==> src/rtl/nand4_event_monitor.sv <==
// Synchronises both NAND outputs, counts their falling edges per channel and
// publishes the per-window counts through a valid/ready report port.
module nand4_event_monitor #(
    parameter int CNT_W      = 8,
    parameter int WIN_CYCLES = 16
) (
    input  logic             clk,
    input  logic             rst_n,
    input  logic             en,
    input  logic             p1y,
    input  logic             p2y,
    output logic             rpt_valid,
    input  logic             rpt_ready,
    output logic [CNT_W-1:0] rpt_c1,
    output logic [CNT_W-1:0] rpt_c2,
    output logic             rpt_overrun
);
    localparam int               WIN_W    = (WIN_CYCLES > 2) ? $clog2(WIN_CYCLES) : 1;
    localparam logic [WIN_W-1:0] WIN_LAST = WIN_W'(WIN_CYCLES - 1);
    localparam logic [CNT_W-1:0] CNT_MAX  = '1;

    typedef enum logic {IDLE, RUN} state_e;

    state_e           state_q, state_d;
    logic [1:0]       s1_q, s2_q, s3_q;   // bit 0 = channel 1, bit 1 = channel 2
    logic [1:0]       evt;
    logic [CNT_W-1:0] cnt1_q, cnt1_d, cnt2_q, cnt2_d;
    logic [CNT_W-1:0] sum1, sum2;
    logic [WIN_W-1:0] win_q, win_d;
    logic             rpt_valid_q, rpt_valid_d;
    logic             ovr_q, ovr_d;
    logic [CNT_W-1:0] rpt_c1_q, rpt_c1_d, rpt_c2_q, rpt_c2_d;
    logic             win_end, accept;

    function automatic logic [CNT_W-1:0] sat_inc(input logic [CNT_W-1:0] c, input logic e);
        return (e && (c != CNT_MAX)) ? c + CNT_W'(1) : c;
    endfunction

    // Sync flops reset to the NAND idle level so reset release never fakes an edge.
    always_ff @(posedge clk or negedge rst_n) begin
        if (!rst_n) begin
            s1_q <= 2'b11;
            s2_q <= 2'b11;
            s3_q <= 2'b11;
        end else begin
            s1_q <= {p2y, p1y};
            s2_q <= s1_q;
            s3_q <= s2_q;
        end
    end

    assign evt     = s3_q & ~s2_q;
    assign sum1    = sat_inc(cnt1_q, evt[0]);
    assign sum2    = sat_inc(cnt2_q, evt[1]);
    assign win_end = (state_q == RUN) && en && (win_q == WIN_LAST);
    assign accept  = rpt_valid_q && rpt_ready;

    always_comb begin
        state_d     = state_q;
        cnt1_d      = cnt1_q;
        cnt2_d      = cnt2_q;
        win_d       = win_q;
        rpt_valid_d = rpt_valid_q;
        rpt_c1_d    = rpt_c1_q;
        rpt_c2_d    = rpt_c2_q;
        ovr_d       = ovr_q;

        case (state_q)
            IDLE: begin
                cnt1_d = '0;
                cnt2_d = '0;
                win_d  = '0;
                if (en) state_d = RUN;
            end
            RUN: begin
                if (!en || win_end) begin
                    // Dropping en discards the partial window; a window end restarts it.
                    cnt1_d = '0;
                    cnt2_d = '0;
                    win_d  = '0;
                    if (!en) state_d = IDLE;
                end else begin
                    cnt1_d = sum1;
                    cnt2_d = sum2;
                    win_d  = win_q + WIN_W'(1);
                end
            end
            default: state_d = IDLE;
        endcase

        if (win_end) begin
            if (!rpt_valid_q || accept) begin
                rpt_c1_d    = sum1;
                rpt_c2_d    = sum2;
                rpt_valid_d = 1'b1;
            end else begin
                ovr_d = 1'b1;
            end
        end else if (accept) begin
            rpt_valid_d = 1'b0;
        end
    end

    always_ff @(posedge clk or negedge rst_n) begin
        if (!rst_n) begin
            state_q     <= IDLE;
            cnt1_q      <= '0;
            cnt2_q      <= '0;
            win_q       <= '0;
            rpt_valid_q <= 1'b0;
            rpt_c1_q    <= '0;
            rpt_c2_q    <= '0;
            ovr_q       <= 1'b0;
        end else begin
            state_q     <= state_d;
            cnt1_q      <= cnt1_d;
            cnt2_q      <= cnt2_d;
            win_q       <= win_d;
            rpt_valid_q <= rpt_valid_d;
            rpt_c1_q    <= rpt_c1_d;
            rpt_c2_q    <= rpt_c2_d;
            ovr_q       <= ovr_d;
        end
    end

    assign rpt_valid   = rpt_valid_q;
    assign rpt_c1      = rpt_c1_q;
    assign rpt_c2      = rpt_c2_q;
    assign rpt_overrun = ovr_q;

endmodule
==> config.mk <==
export PLATFORM = sky130hd
export DESIGN_NAME = nand4_event_monitor
export DESIGN_NICKNAME = d
export VERILOG_FILES = /design/src/rtl/nand4_event_monitor.sv
export SDC_FILE = /design/constraint.sdc
export NUM_CORES = 1
export LEC_CHECK = 0
export BUFFER_PORTS_ARGS = -buffer_cell sky130_fd_sc_hd__buf_2
export CAP_MARGIN = 15
export CORE_ASPECT_RATIO = 0.7
export CORE_MARGIN = 5
export CORE_UTILIZATION = 50
export CTS_BUF_LIST = sky130_fd_sc_hd__clkbuf_4 sky130_fd_sc_hd__clkbuf_8 sky130_fd_sc_hd__clkbuf_16
export DETAILED_ROUTE_END_ITERATION = 12
export PLACE_DENSITY = 0.72
export SYNTH_ARGS = -nofsm -noshare
export SYNTH_HDL_FRONTEND = slang
export SYNTH_SLANG_ARGS = --single-unit
==> constraint.sdc <==
create_clock -name clk -period 1.6 [get_ports clk]
set_clock_uncertainty 0.05 [all_clocks]
set_input_delay 0.32 -clock clk [delete_from_list [all_inputs] [get_ports clk]]
set_output_delay 0.32 -clock clk [all_outputs]
set_load 0.02 [all_outputs]
==> impl.org, run 1 <==
** Run status
- Outcome :: finished with violations
- Violated checks :: negative setup slack

** Final layout
- The multi-input combinational cells in the finished layout cover a total of roughly 920 um2.
- 0 antenna diodes ended up in the layout.
- Registers take between 0.001 and 0.0015 mm2.
- Relative to the synthesized area, the layout overhead comes to 34.5%.
- Layout cell share with drive strength beyond 1 :: a little over two fifths
- The filler cells instantiated in the layout total roughly 290.
- Number of nets in the finished design :: 250

** Global route
- Via count of the first global-routing pass :: 1,587
- Global-route wire length before repair :: 7.33 mm
- Combined global-route utilization of all metal layers :: roughly 17%
- The initial antenna violation count came to 0.
- Global routing finished with a remaining overflow of 0.
- Entering global routing, the biggest net connects 30 pins.

** Floorplan
- Core region area :: roughly 0.0039 mm2
- For this configuration, the core starts out at a cell density of between 50% and 60%.
- Measured along the y axis, the die boundary spans 62.3 um.
- Die width :: approximately 85 um
- The floorplan step defined a die boundary enclosing approximately 0.0053 mm2.
- Number of rows in the core area :: 19
- For this design the top-level I/O count stands at 24.

** Synth
- Synthesized instance count :: roughly 180
- Post-synth EDFFs :: 0
- Most common cell in the netlist :: sky130_fd_sc_hd__dfrtp_1
- The cell area that synthesis handed to floorplanning was slightly below 0.002 mm2.
- The Yosys step of the flow raised 0 warnings.
- Number of synthesized register bits :: 45
- Async set-reset flop share out of synthesis :: 100%
- Dividing the synthesized area by the synthesized cell count gives 10.7 um2.
- When the netlist entered floorplanning its net count stood at ~190.
- The number of different library cells used by synthesis comes to 37.
- Main area contributors after synthesis :: sky130_fd_sc_hd__dfrtp_1 (50%), sky130_fd_sc_hd__dfstp_2 (8.1%), sky130_fd_sc_hd__nand2_1 (3.8%)
- The most used flip-flop cell after synthesis is sky130_fd_sc_hd__dfrtp_1.
- The share of the Yosys chip area taken by registers is between 50% and 60%.
- Summed over all instances, the cell type with the most area after synthesis is sky130_fd_sc_hd__dfrtp_1.
- Summed over its instances, the top area cell type makes up 49.9% of the synthesized netlist area.
- Ranking of synthesized cells by instance count :: sky130_fd_sc_hd__dfrtp_1 (39), sky130_fd_sc_hd__nand2_1 (20), sky130_fd_sc_hd__nor2_1 (18)

** Worst setup path
- Max Fanout on Critical Path :: 7
- The worst setup path is launched from a flip-flop.
- The critical path goes through ha_2, nand3_2, or3_4, or4_1, nand3_1.
- Delay of the slowest cell on the worst path :: between 400 and 500 ps
- End of the worst register-to-register path :: rpt_c1[3]
- Critical R2R Launch :: win_q[0]
- The worst setup path is captured at a flip-flop.
- Critical-path top delay cell :: sky130_fd_sc_hd__or4_1
- Crit Path Class :: flip-flop to flip-flop
- Cell depth of the worst flop-to-flop path :: 5
- Setup slack on the worst reg-to-reg path comes out at -100 ps.
- Data arrives at the worst endpoint at about 1900 ps.
- At the worst endpoint, the required time is between 1500 and 2000 ps.

** Pwr
- Clk pwr share :: between 30 and 40%
- Net load switching power :: 0.413 mW
- The analysis attributes to cell leakage a power of roughly 1.2 nW.
- Combinational logic burns about 5.5% of the power.
- Cell internal pwr :: roughly 1.6 mW
- Power per Cell Area :: 762 mW/mm2
- Across the VDD grid, the largest voltage drop is around 0.46 mV.
- In this run switching power makes up between 20% and 30% of total power.
- Sequential cells burn slightly below 60% of the power.

** Hold path
- For hold timing, the worst endpoint is s1_q[0].
- Along the worst hold path, the cell count comes to 1.
- In this run the most critical hold path is launched from p1y.
- The min-delay analysis places its worst path in the category input pin to flip-flop.

** Drt
- For this block, the routed nets add up to 4.49 mm of wire.
- After detailed routing, the number of vias per cell comes to ~5.3.
- Routed Antenna Nets :: 0
- DRC marker count from the first detailed-route iteration :: 132
- The first detailed-routing pass took 4 iterations.
- The final route contains 1,568 vias.
- After detailed routing, the average wire length per cell comes to ~15 um.
- Detailed-route DRC error count :: 0

** Clocking
- Clock latency of the later-clocked register in the worst-skew pair :: 290 ps
- Number of H-tree levels :: 2
- Clock transition at the register clock pins on the worst setup and hold paths after CTS :: ~80 ps
- Clock tree buffer depth :: 2
- Number of clock sinks :: 45
- TritonCTS built the clock tree.
- Root buffer selected by CTS :: sky130_fd_sc_hd__clkbuf_8
- Inserted Clock Buffers :: 5

** Timing
- The max-slew violation total from the final report is 0.
- RSZ-0062 raised after global routing :: yes
- The worst path uses 106% of the clock period.
- Measured against its own limit, the worst slew margin works out to between 70% and 80%.
- The smallest clock period supported by the final layout is computed as 1700 ps.
- Final worst hold slack :: between 70 and 80 ps
- After routing, the total negative slack on setup checks comes to -397 ps.
- At the pin with the least slew margin, the transition time is 409 ps.
- Finish-stage setup viols :: 8
- Top achievable clock speed :: ~590 MHz
- Final worst-path setup slack :: -103 ps
- The number of endpoints with negative hold slack in the final report was 0.

** Placed design
- Final weighted congestion of routability-driven global placement :: about 0.86
- Buffers placed on the I/O ports in this run total 23.
- Half-perimeter wire length of the detailed placement result :: around 3.1 mm

** Job
- Max-cap violations :: 0
## logic make-up (layout without fill, tap and decap cells)
family          after synthesis  in the layout  synth area share (%)
simple gates                 79             79                  20.7
flops                        45             45                  58.0
compound gates               33             33                  11.3
buf+inv                       9             69                  1.85
xor+xnor                      7              7                  3.14
mux                           6              6                  3.14
fa+ha+maj                     3              3                  1.92
## flip-flops by register name, summed over array words and instances, names as in the netlist
name,count
cnt1_q,8
cnt2_q,8
rpt_c1,8
rpt_c2,8
win_q,4
s1_q,2
s2_q,2
s3_q,2
rpt_overrun,1
rpt_valid,1
state_q,1
## repair_timing
item                                   4_1_cts  5_1_grt
endpoints found under the hold margin       13        0
hold buffers                                 1        0
resized for setup                            9       31
buffers inserted                             1        6
pin swaps                                    3       12
setup endpoints to repair                   16       22
## metrics by stage
stage	total power [mW]	setup slack (ps)	util (%)	area (um2)	cells
after floorplan	1.21	-130	-	1970	182
after detailed placement	1.27	-163	60.5	2330	278
after global placement	1.27	-74.7	60.5	2330	278
final	2.00	-103	68.3	2630	294
after global routing	2.11	-165	68.3	2630	294
after CTS	2.02	-105	64.6	2490	288
## final cells by class
cell class,count,share of cell area (%)
sequential,45,43.1
inverter,3,0.428
multi-input combinational,128,35.0
clock buffer,8,3.71
timing repair buffer,58,15.2
tap,52,2.47
## per-layer routing
| metal | GRT usage [%] | vias to the layer above | routed length [um] |
|---|---|---|---|
| li1 | - | 753 | - |
| met1 | 23.4 | 779 | 2120 |
| met3 | 4.10 | 7 | 148 |
| met2 | 27.9 | 29 | 2160 |
| met5 | 0 | - | 0 |
| met4 | 5.93 | 0 | 69 |
## worst max-delay path: cells and delay by family (launching register included)
| kind | cells | cell delay, ps |
|---|---|---|
| simple gates | 4 | 1020 |
| flops | 1 | 370 |
| fa+ha+maj | 1 | 200 |
## how the worst max path moves through the flow
stage | from | to | slack [ps] | depth (start not counted)
after floorplan | win_q[0] | rpt_c1[2] | -130 | 4
after global placement | win_q[1] | rpt_c2[3] | -70 | 5
after detailed placement | win_q[0] | rpt_c1[3] | -160 | 5
after CTS | win_q[0] | rpt_c1[3] | -100 | 5
after global routing | win_q[0] | rpt_c1[3] | -170 | 5
final | win_q[0] | rpt_c1[3] | -100 | 5
## power groups by stage
| stage | registers [mW] | clock network (mW) | logic [mW] |
|---|---|---|---|
| after floorplan | 1.19 | 0 | 0.0277 |
| after global placement | 1.19 | 0 | 0.0840 |
| after CTS | 1.17 | 0.758 | 0.0939 |
| after detailed placement | 1.19 | 0 | 0.0875 |
| final | 1.17 | 0.729 | 0.109 |
| after global routing | 1.17 | 0.824 | 0.121 |
## cells in the final DEF (no fill, tap or decap), types with 3 or more instances in the layout
cell,count
sky130_fd_sc_hd__dfstp_2,6
sky130_fd_sc_hd__or3_1,3
sky130_fd_sc_hd__clkbuf_8,6
sky130_fd_sc_hd__or4_1,3
sky130_fd_sc_hd__buf_2,23
sky130_fd_sc_hd__dfrtp_1,38
sky130_fd_sc_hd__nand4_1,3
sky130_fd_sc_hd__a21oi_1,4
sky130_fd_sc_hd__o211ai_1,4
sky130_fd_sc_hd__nand2_1,20
sky130_fd_sc_hd__inv_1,3
sky130_fd_sc_hd__nand3_1,8
sky130_fd_sc_hd__mux2i_1,4
sky130_fd_sc_hd__nor2b_1,3
sky130_fd_sc_hd__nor2_1,17
sky130_fd_sc_hd__buf_4,31
sky130_fd_sc_hd__a21o_1,3
sky130_fd_sc_hd__xnor2_1,3
sky130_fd_sc_hd__o21ai_0,6
sky130_fd_sc_hd__o21ai_1,5
Power figures use the tool's default switching activity.
==> inputs of run 2 (changes only) <==
- BUFFER_PORTS_ARGS: -buffer_cell sky130_fd_sc_hd__buf_2 -> unset
- CELL_PAD_IN_SITES_DETAIL_PLACEMENT: unset -> 2
- CELL_PAD_IN_SITES_GLOBAL_PLACEMENT: unset -> 2
- CORE_UTILIZATION: 50 -> 36
- DONT_BUFFER_PORTS: unset -> 1
==> run 2 against run 1 <==
Effect of this change:
- the flow still finishes with violations (negative setup slack)
- design area up 0.48%
- critical path depth down 1
- count of clock-buffer cells in the layout down 1
- wire length up 38%
- non-clock buffer count down 21
- setup slack worse by 22 ps
- die area up 33%
- global-route usage up 0.092 points
- first-iteration DRC count down 69%
- critical endpoint is now rpt_c1[5]
- largest power group unchanged
==> impl.org, run 2 (same netlist as run 1, synthesis figures left out) <==
** Worst setup path
- The count of buffer and inverter cells on the critical path came to 0 (unchanged).
- Critical-path top delay cell :: sky130_fd_sc_hd__dfstp_2
- Worst path arrival time :: 1920 ps (+40 ps)
- The worst setup path is of the flip-flop to flip-flop kind.
- Worst Setup Start Kind :: flip-flop
- Max Fanout on Critical Path :: 3 (-4)
- Critical path endpoint category :: flip-flop
- Critical Path, Cell by Cell :: nand2b_4, or3_4, or4_4, nand3_2
- Reg-to-reg slack, setup :: -120 ps (-20 ps)
- The biggest cell delay along the critical path is 590 ps (+170 ps).
- On the critical path the largest part of the delay comes from simple AND/OR/NAND/NOR gates.
- Beginning of the critical path :: s3_q[0]
- Critical R2R Launch :: s3_q[0]
- The critical path data required time was 1790 ps (+20 ps).

** Timing
- The worst slew slack as a fraction of its limit came to 74.8% (+2.1 points).
- The number of endpoints with negative hold slack in the final report came to 0 (unchanged).
- The max-slew violation total from the final report was 0 (unchanged).
- RSZ-0062 raised after global routing :: yes
- Final worst-path setup slack :: -124 ps (-21.6 ps)
- The final critical path time including I/O delays and setup was 1720 ps (+21.6 ps).
- Worst Tran Pin Value :: 376 ps (-33.2 ps)
- Final critical-path share of the clock period :: 108% (+1.4 points)
- The setup TNS came to -506 ps (-109 ps).
- The maximum clock frequency came to 580 MHz (-1.3%).
- Finish-stage setup viols :: 7 (-1)

** Drt
- The final antenna-violating net count came to 0 (unchanged).
- Routed Wire Length :: 6.20 mm (+38%)
- The total vias in the final route was 1,574 (+0.38%).
- The per-cell via count in the routed design came to 5.37 (+0.73%).
- The DRC violation total after the first TritonRoute iteration was 41 (-69%).
- Avg WL per Cell :: 21.2 um (+39%)
- First-pass detailed-route iteration total :: 4 (unchanged)
- Detailed-route DRC error count :: 0 (unchanged)

** Final layout
- Cell area after layout :: 0.00264 mm2 (+0.48%)
- In the layout the commonest cells are sky130_fd_sc_hd__dfrtp_1 (39), sky130_fd_sc_hd__buf_4 (28), sky130_fd_sc_hd__nand2_1 (19), sky130_fd_sc_hd__nor2_1 (17), sky130_fd_sc_hd__o21ai_1 (9).
- The number of standard cells in the layout, taps in and fillers out came to 293 (-0.34%).
- Most common cell after layout, fill and taps aside :: sky130_fd_sc_hd__dfrtp_1
- Antenna cells :: 0 (unchanged)
- The final net count is 229 (-8.4%).
- The register area was 0.00113 mm2 (-0.11%).
- Layout cell share with drive strength beyond 1 :: 39.4% (-3.6 points)
- Compared with the post-synthesis result, the final layout area differs by 35.1%.
- The total area of multi-input combinational cells was 947 um2 (+2.9%).
- Filler Cell Count :: 540 (+84%)

** Clocking
- The clock-pin transition on the worst setup and hold timing paths came to 90 ps (about the same).
- The insertion delay of the later-clocked pin in the worst-skew pair was 300 ps (about the same).
- The count of H-tree levels built during CTS was 2 (unchanged).
- Number of clock sinks :: 45 (unchanged)
- The cell sitting at the root of the clock tree is a sky130_fd_sc_hd__clkbuf_8.
- TritonCTS built the clock tree.
- Clock tree buffer depth :: 2 (unchanged)
- The number of buffers inserted during clock tree synthesis is 5 (unchanged).

** Pwr
- The cell area power density was 830 mW/mm2 (+8.9%).
- Largest voltage drop on the vdd net :: 0.758 mV (+66%)
- The proportion of total power due to net switching came to 21.1% (+0.46 points).
- The cell internal power dissipation was 1.73 mW (+8.7%).
- The power dissipated by switching net loads is 0.462 mW (+12%).
- The combinational fraction of design power came to 4.9% (-0.6 points).
- Standby leakage power :: 1.15 nW (-6.8%)
- The clock share of power is 41.8% (+5.5 points).
- The proportion of power drawn by flip-flops and latches was 53.3% (-4.9 points).

** Global route
- The met2 routing resource usage after global routing is 28.7% (+0.80 points).
- The overflow left after global routing came to 0 (unchanged).
- The number of global-route vias before repair came to 1,746 (+10%).
- Combined global-route utilization of all metal layers :: 17.6% (+0.092 points)
- The largest net degree at the start of global routing is 46 (+53%).
- Global routing met3 resource utilization :: 5.16% (+1.1 points)
- Most used routing layer :: met2
- GR Util met1 :: 22.3% (-1.1 points)
- Number of antenna violations at the first check in global routing :: 0 (unchanged)
- Global-route wire length before repair :: 9.48 mm (+29%)

** Floorplan
- The die extent in y was 71.7 um (+15%).
- Die width :: 98.1 um (+16%)
- Number of primary I/O pins :: 24 (unchanged)
- Core region area :: 0.00526 mm2 (+37%)
- The floorplan row count came to 22 (+3).
- The initial core utilization came to 37.2% (-14 points).
- Die ar. :: 0.00703 mm2 (+33%)

** Placed design
- Dpl cell area :: 0.00222 mm2 (-4.5%)
- The number of cells in the design after placement came to 273 (-1.8%).
- Final weighted congestion of routability-driven global placement :: 0.815 (-5.6%)
- The number of buffers added on ports was 0 (-100%).
- The total half-perimeter wirelength after legalization and detailed placement was 3.76 mm (+19%).

** Run status
- The flow ran to the end, but the final reports show violations.
- Violated checks :: negative setup slack

** Hold path
- In this run the worst hold path is classified as input pin to flip-flop.
- Origin of the worst min-delay path :: en

** Job
- The max capacitance violation total was 0 (unchanged).
[run 2: cell count changes in the layout (fill, tap and decap cells not counted), sizes merged]
| cell | before | now |
|---|---|---|
| bufinv | 0 | 1 |
| clkbuf | 8 | 7 |
| dlygate4sd3 | 1 | 4 |
| buf | 57 | 33 |
[run 2: final timing paths]
| kind | cells past startpoint | to |
|---|---|---|
| max reg2reg | 4 | rpt_c1[5] |
| min reg2reg | 0 | s2_q[1] |
| max | 4 | rpt_c1[5] |
| max in group asynchronous | 2 | s3_q[0] |
| min in group asynchronous | 2 | cnt2_q[3] |
| min | 2 | win_q[2] |
[run 2: layer usage]
metal	up-vias	wire, um
met1	802	2770
li1	723	-
met3	11	314
met2	38	3000
met4	0	119
met5	-	0
[run 2: layout make-up]
| type | instances | area share (%) |
|---|---|---|
| Clock inverter | 1 | 1.14 |
| Sequential cell | 45 | 42.9 |
| Inverter | 3 | 0.426 |
| Timing Repair Buffer | 37 | 12.9 |
| Clock buffer | 7 | 3.41 |
| Multi-Input combinational cell | 128 | 35.8 |
| Tap cell | 72 | 3.41 |
[run 2: repair_timing]
item	CTS	global route
buffers inserted	5	2
hold endpoints to repair	48	0
gates resized for setup	17	33
setup endpoints to repair	21	24
pin swaps	8	11
cloned	0	0
hold buffers	5	0
[run 2: power groups by stage]
stage	Sequential [mW]	Combinational (mW)	Clock, mW
floorplan	1.19	0.0277	0
global placement	1.19	0.0508	0
detailed placement	1.19	0.0529	0
CTS	1.17	0.101	0.944
global route	1.17	0.118	1.00
finish	1.17	0.106	0.917
[run 2: metrics by stage]
step | utilization (%) | setup slack [ps] | hold WS (ps) | total power [mW]
finish | 50.3 | -124 | 184 | 2.19
global route | 50.3 | -165 | 212 | 2.29
CTS | 47.5 | -93.1 | 189 | 2.21
detailed placement | 42.3 | -146 | -24.6 | 1.24
global placement | 42.3 | -91.8 | -24.2 | 1.24
floorplan | - | -130 | -25.6 | 1.21
==> inputs of run 3 (changes only) <==
- CORE_MARGIN: 5 -> unset
- CTS_CLUSTER_DIAMETER: unset -> 200
==> run 3 against run 2 <==
Effect of this change:
- the run still ends with negative setup slack left
- worst hold slack better by 73 ps
- global-route usage up 4.7 points
- fmax up 2.2%
- clock power about the same
- non-clock buffer count up 5
- wire length down 3.9%
- register-to-register slack better by 40 ps
- count of clock-buffer cells in the layout unchanged
- via count down 0.64%
- design area down 0.85%
- sequential share of layout area up 0.51 points
- total power down 0.38%
- critical endpoint unchanged
- highest routed layer unchanged
==> impl.org, run 3 (same netlist as run 1, synthesis figures left out) <==
** Final layout
- From synthesis to final layout, the design area changed by 34.0%.
- The summed area of non-filler cells in the final layout is 0.00262 mm2 (-0.85%).
- The antenna diode count came to 0 (unchanged).
- Layout cell share with drive strength beyond 1 :: 37.6% (-1.8 points)
- Number of nets in the finished design :: 234 (+2.2%)
- The final core utilization came to 50.1% (-0.17 points).
- Most common cell after layout, fill and taps aside :: sky130_fd_sc_hd__dfrtp_1
- Most used cells in the layout excluding fill and tap cells :: sky130_fd_sc_hd__dfrtp_1 (36), sky130_fd_sc_hd__buf_4 (34), sky130_fd_sc_hd__nand2_1 (20), sky130_fd_sc_hd__nor2_1 (17)
- Filler Cell Count :: 543 (+0.56%)

** Timing
- Worst Tran Pin Value :: 377 ps (+0.919 ps)
- The number of endpoints with negative hold slack in the final report was 0 (unchanged).
- Final slew viol count :: 0 (unchanged)
- Final critical-path share of the clock period :: 105% (-2.4 points)
- Finish-stage setup viols :: 10 (+3)
- The worst slew slack as a fraction of its limit is 74.7% (-0.14 points).
- RSZ-0062 raised after global routing :: yes
- Aggregate negative setup slack :: -316 ps (+190 ps)
- Top achievable clock speed :: 593 MHz (+2.2%)
- Final worst-path setup slack :: -86.6 ps (+37.9 ps)
- Final period demand of the worst path :: 1690 ps (-37.9 ps)

** Placed design
- The worst slack at placement was -132 ps (+14.1 ps).
- Dpl cell area :: 0.00225 mm2 (+1.1%)
- Half-perimeter wire length of the detailed placement result :: 3.77 mm (+0.26%)
- The number of buffers added on ports came to 0 (unchanged).
- The routability congestion estimate is 0.811 (-0.43%).

** Run status
- The flow ran to the end, but the final reports show violations.
- The checks that failed: negative setup slack.

** Floorplan
- The die outline area was 0.00574 mm2 (-18%).
- Die width :: 90.1 um (-8.2%)
- Core region area :: 0.00523 mm2 (-0.52%)
- The floorplan row count is 22 (unchanged).
- The initial core utilization was 37.4% (+0.20 points).
- The I/O pin count is 24 (unchanged).
- The die extent in y was 63.7 um (-11%).

** Drt
- The routed length per placed instance is 20.0 um (-5.5%).
- The first-pass iteration count of the detailed router came to 4 (unchanged).
- The final antenna-violating net count came to 0 (unchanged).
- The total vias in the final route came to 1,564 (-0.64%).
- The per-cell via count in the routed design was 5.25 (-2.3%).
- The DRC violation total after the first TritonRoute iteration is 27 (-34%).
- The detailed-route DRC error count came to 0 (unchanged).
- Routed Wire Length :: 5.96 mm (-3.9%)

** Worst setup path
- Critical path endpoint category :: flip-flop
- Max Fanout on Critical Path :: 3 (unchanged)
- Worst path arrival time :: 1880 ps (-40 ps)
- The critical path data required time came to 1790 ps (about the same).
- Cell depth of the worst flop-to-flop path :: 4 (unchanged)
- Crit Path Class :: flip-flop to flip-flop
- Worst Setup Start Kind :: flip-flop

** Pwr
- The leakage power figure is 1.15 nW (about the same).
- The total power after layout came to 2.18 mW (-0.38%).
- The maximum vdd ir drop is 0.599 mV (-21%).
- Power per Cell Area :: 834 mW/mm2 (+0.48%)

** Clocking
- Number of H-tree levels :: 2 (unchanged)
- CTS placed an instance of sky130_fd_sc_hd__clkbuf_8 at the clock tree root.
- Clock transition at the register clock pins on the worst setup and hold paths after CTS :: 80 ps (about the same)
- The total clock sinks is 45 (unchanged).
- TritonCTS built the clock tree.
- Clock latency of the later-clocked register in the worst-skew pair :: 300 ps (about the same)
- The number of buffers inserted during clock tree synthesis is 5 (unchanged).
- Clock tree buffer depth :: 2 (unchanged)

** Global route
- The wire length of the first global-routing pass was 9.62 mm (+1.5%).
- The initial antenna violation count was 0 (unchanged).
- The largest net degree at the start of global routing is 46 (unchanged).
- The overflow left after global routing was 0 (unchanged).
- Via count of the first global-routing pass :: 1,774 (+1.6%)
- The global-route usage over all layers was 22.3% (+4.7 points).

** Job
- Max-cap violations :: 0 (unchanged)

** Hold path
- The number of cells on the worst hold path is 2 (unchanged).
- The tightest min-delay check is of the input pin to flip-flop type.
-- run 3: cell count changes in the layout (fill, tap and decap cells not counted), sizes merged --
cell,change
buf,+5
-- run 3: report_power, final --
group | total (mW) | switching [mW] | internal, mW
Combinational | 0.0982 | 0.0566 | 0.0416
Clock | 0.918 | 0.392 | 0.526
Sequential | 1.17 | 0.0118 | 1.16
-- run 3: what timing repair did --
action | 4_1_cts | 5_1_grt
pin swaps | 8 | 10
buffers inserted | 4 | 3
hold endpoints to repair | 48 | 0
resized for setup | 15 | 22
hold buffers | 5 | 0
setup endpoints to repair | 19 | 25
-- run 3: final timing paths --
path	endpoint	from	slack, ps
hold / removal	win_q[2]	en	260
hold reg to reg	s2_q[0]	s1_q[0]	310
setup reg to reg	rpt_c1[5]	s3_q[0]	-90
max in group asynchronous	s1_q[1]	rst_n	760
min in group asynchronous	cnt1_q[4]	rst_n	470
setup / recovery	rpt_c1[5]	s3_q[0]	-90
-- run 3: per-stage QoR --
stage / std cells / hold WS (ps)
CTS: 295 / 193
finish: 298 / 256
floorplan: 182 / -25.6
detailed placement: 278 / -24.7
global route: 298 / 267
global placement: 278 / -24.6
-- run 3: worst max-delay path, stage by stage (launching register included) --
cell	delay [ps]
sky130_fd_sc_hd__dfstp_2	550
sky130_fd_sc_hd__nand2b_1	90
sky130_fd_sc_hd__or3_4	380
sky130_fd_sc_hd__or4_1	470
sky130_fd_sc_hd__nand3_1	90
-- run 3: per-layer routing --
metal  GRT usage [%]  wire, um
met2            38.5      3070
met3            5.68       229
met5               0         0
met1            27.0      2580
met4            8.06        82
-- run 3: area by class of cell --
cell class,instances,area (um2),area share [%]
Inverter,3,11.3,0.430
Sequential cell,45,1140,43.4
Multi-Input combinational cell,128,905,34.5
Clock buffer,7,90.1,3.44
Tap cell,72,90.1,3.44
Clock inverter,1,30.0,1.15
Timing Repair Buffer,42,357,13.6
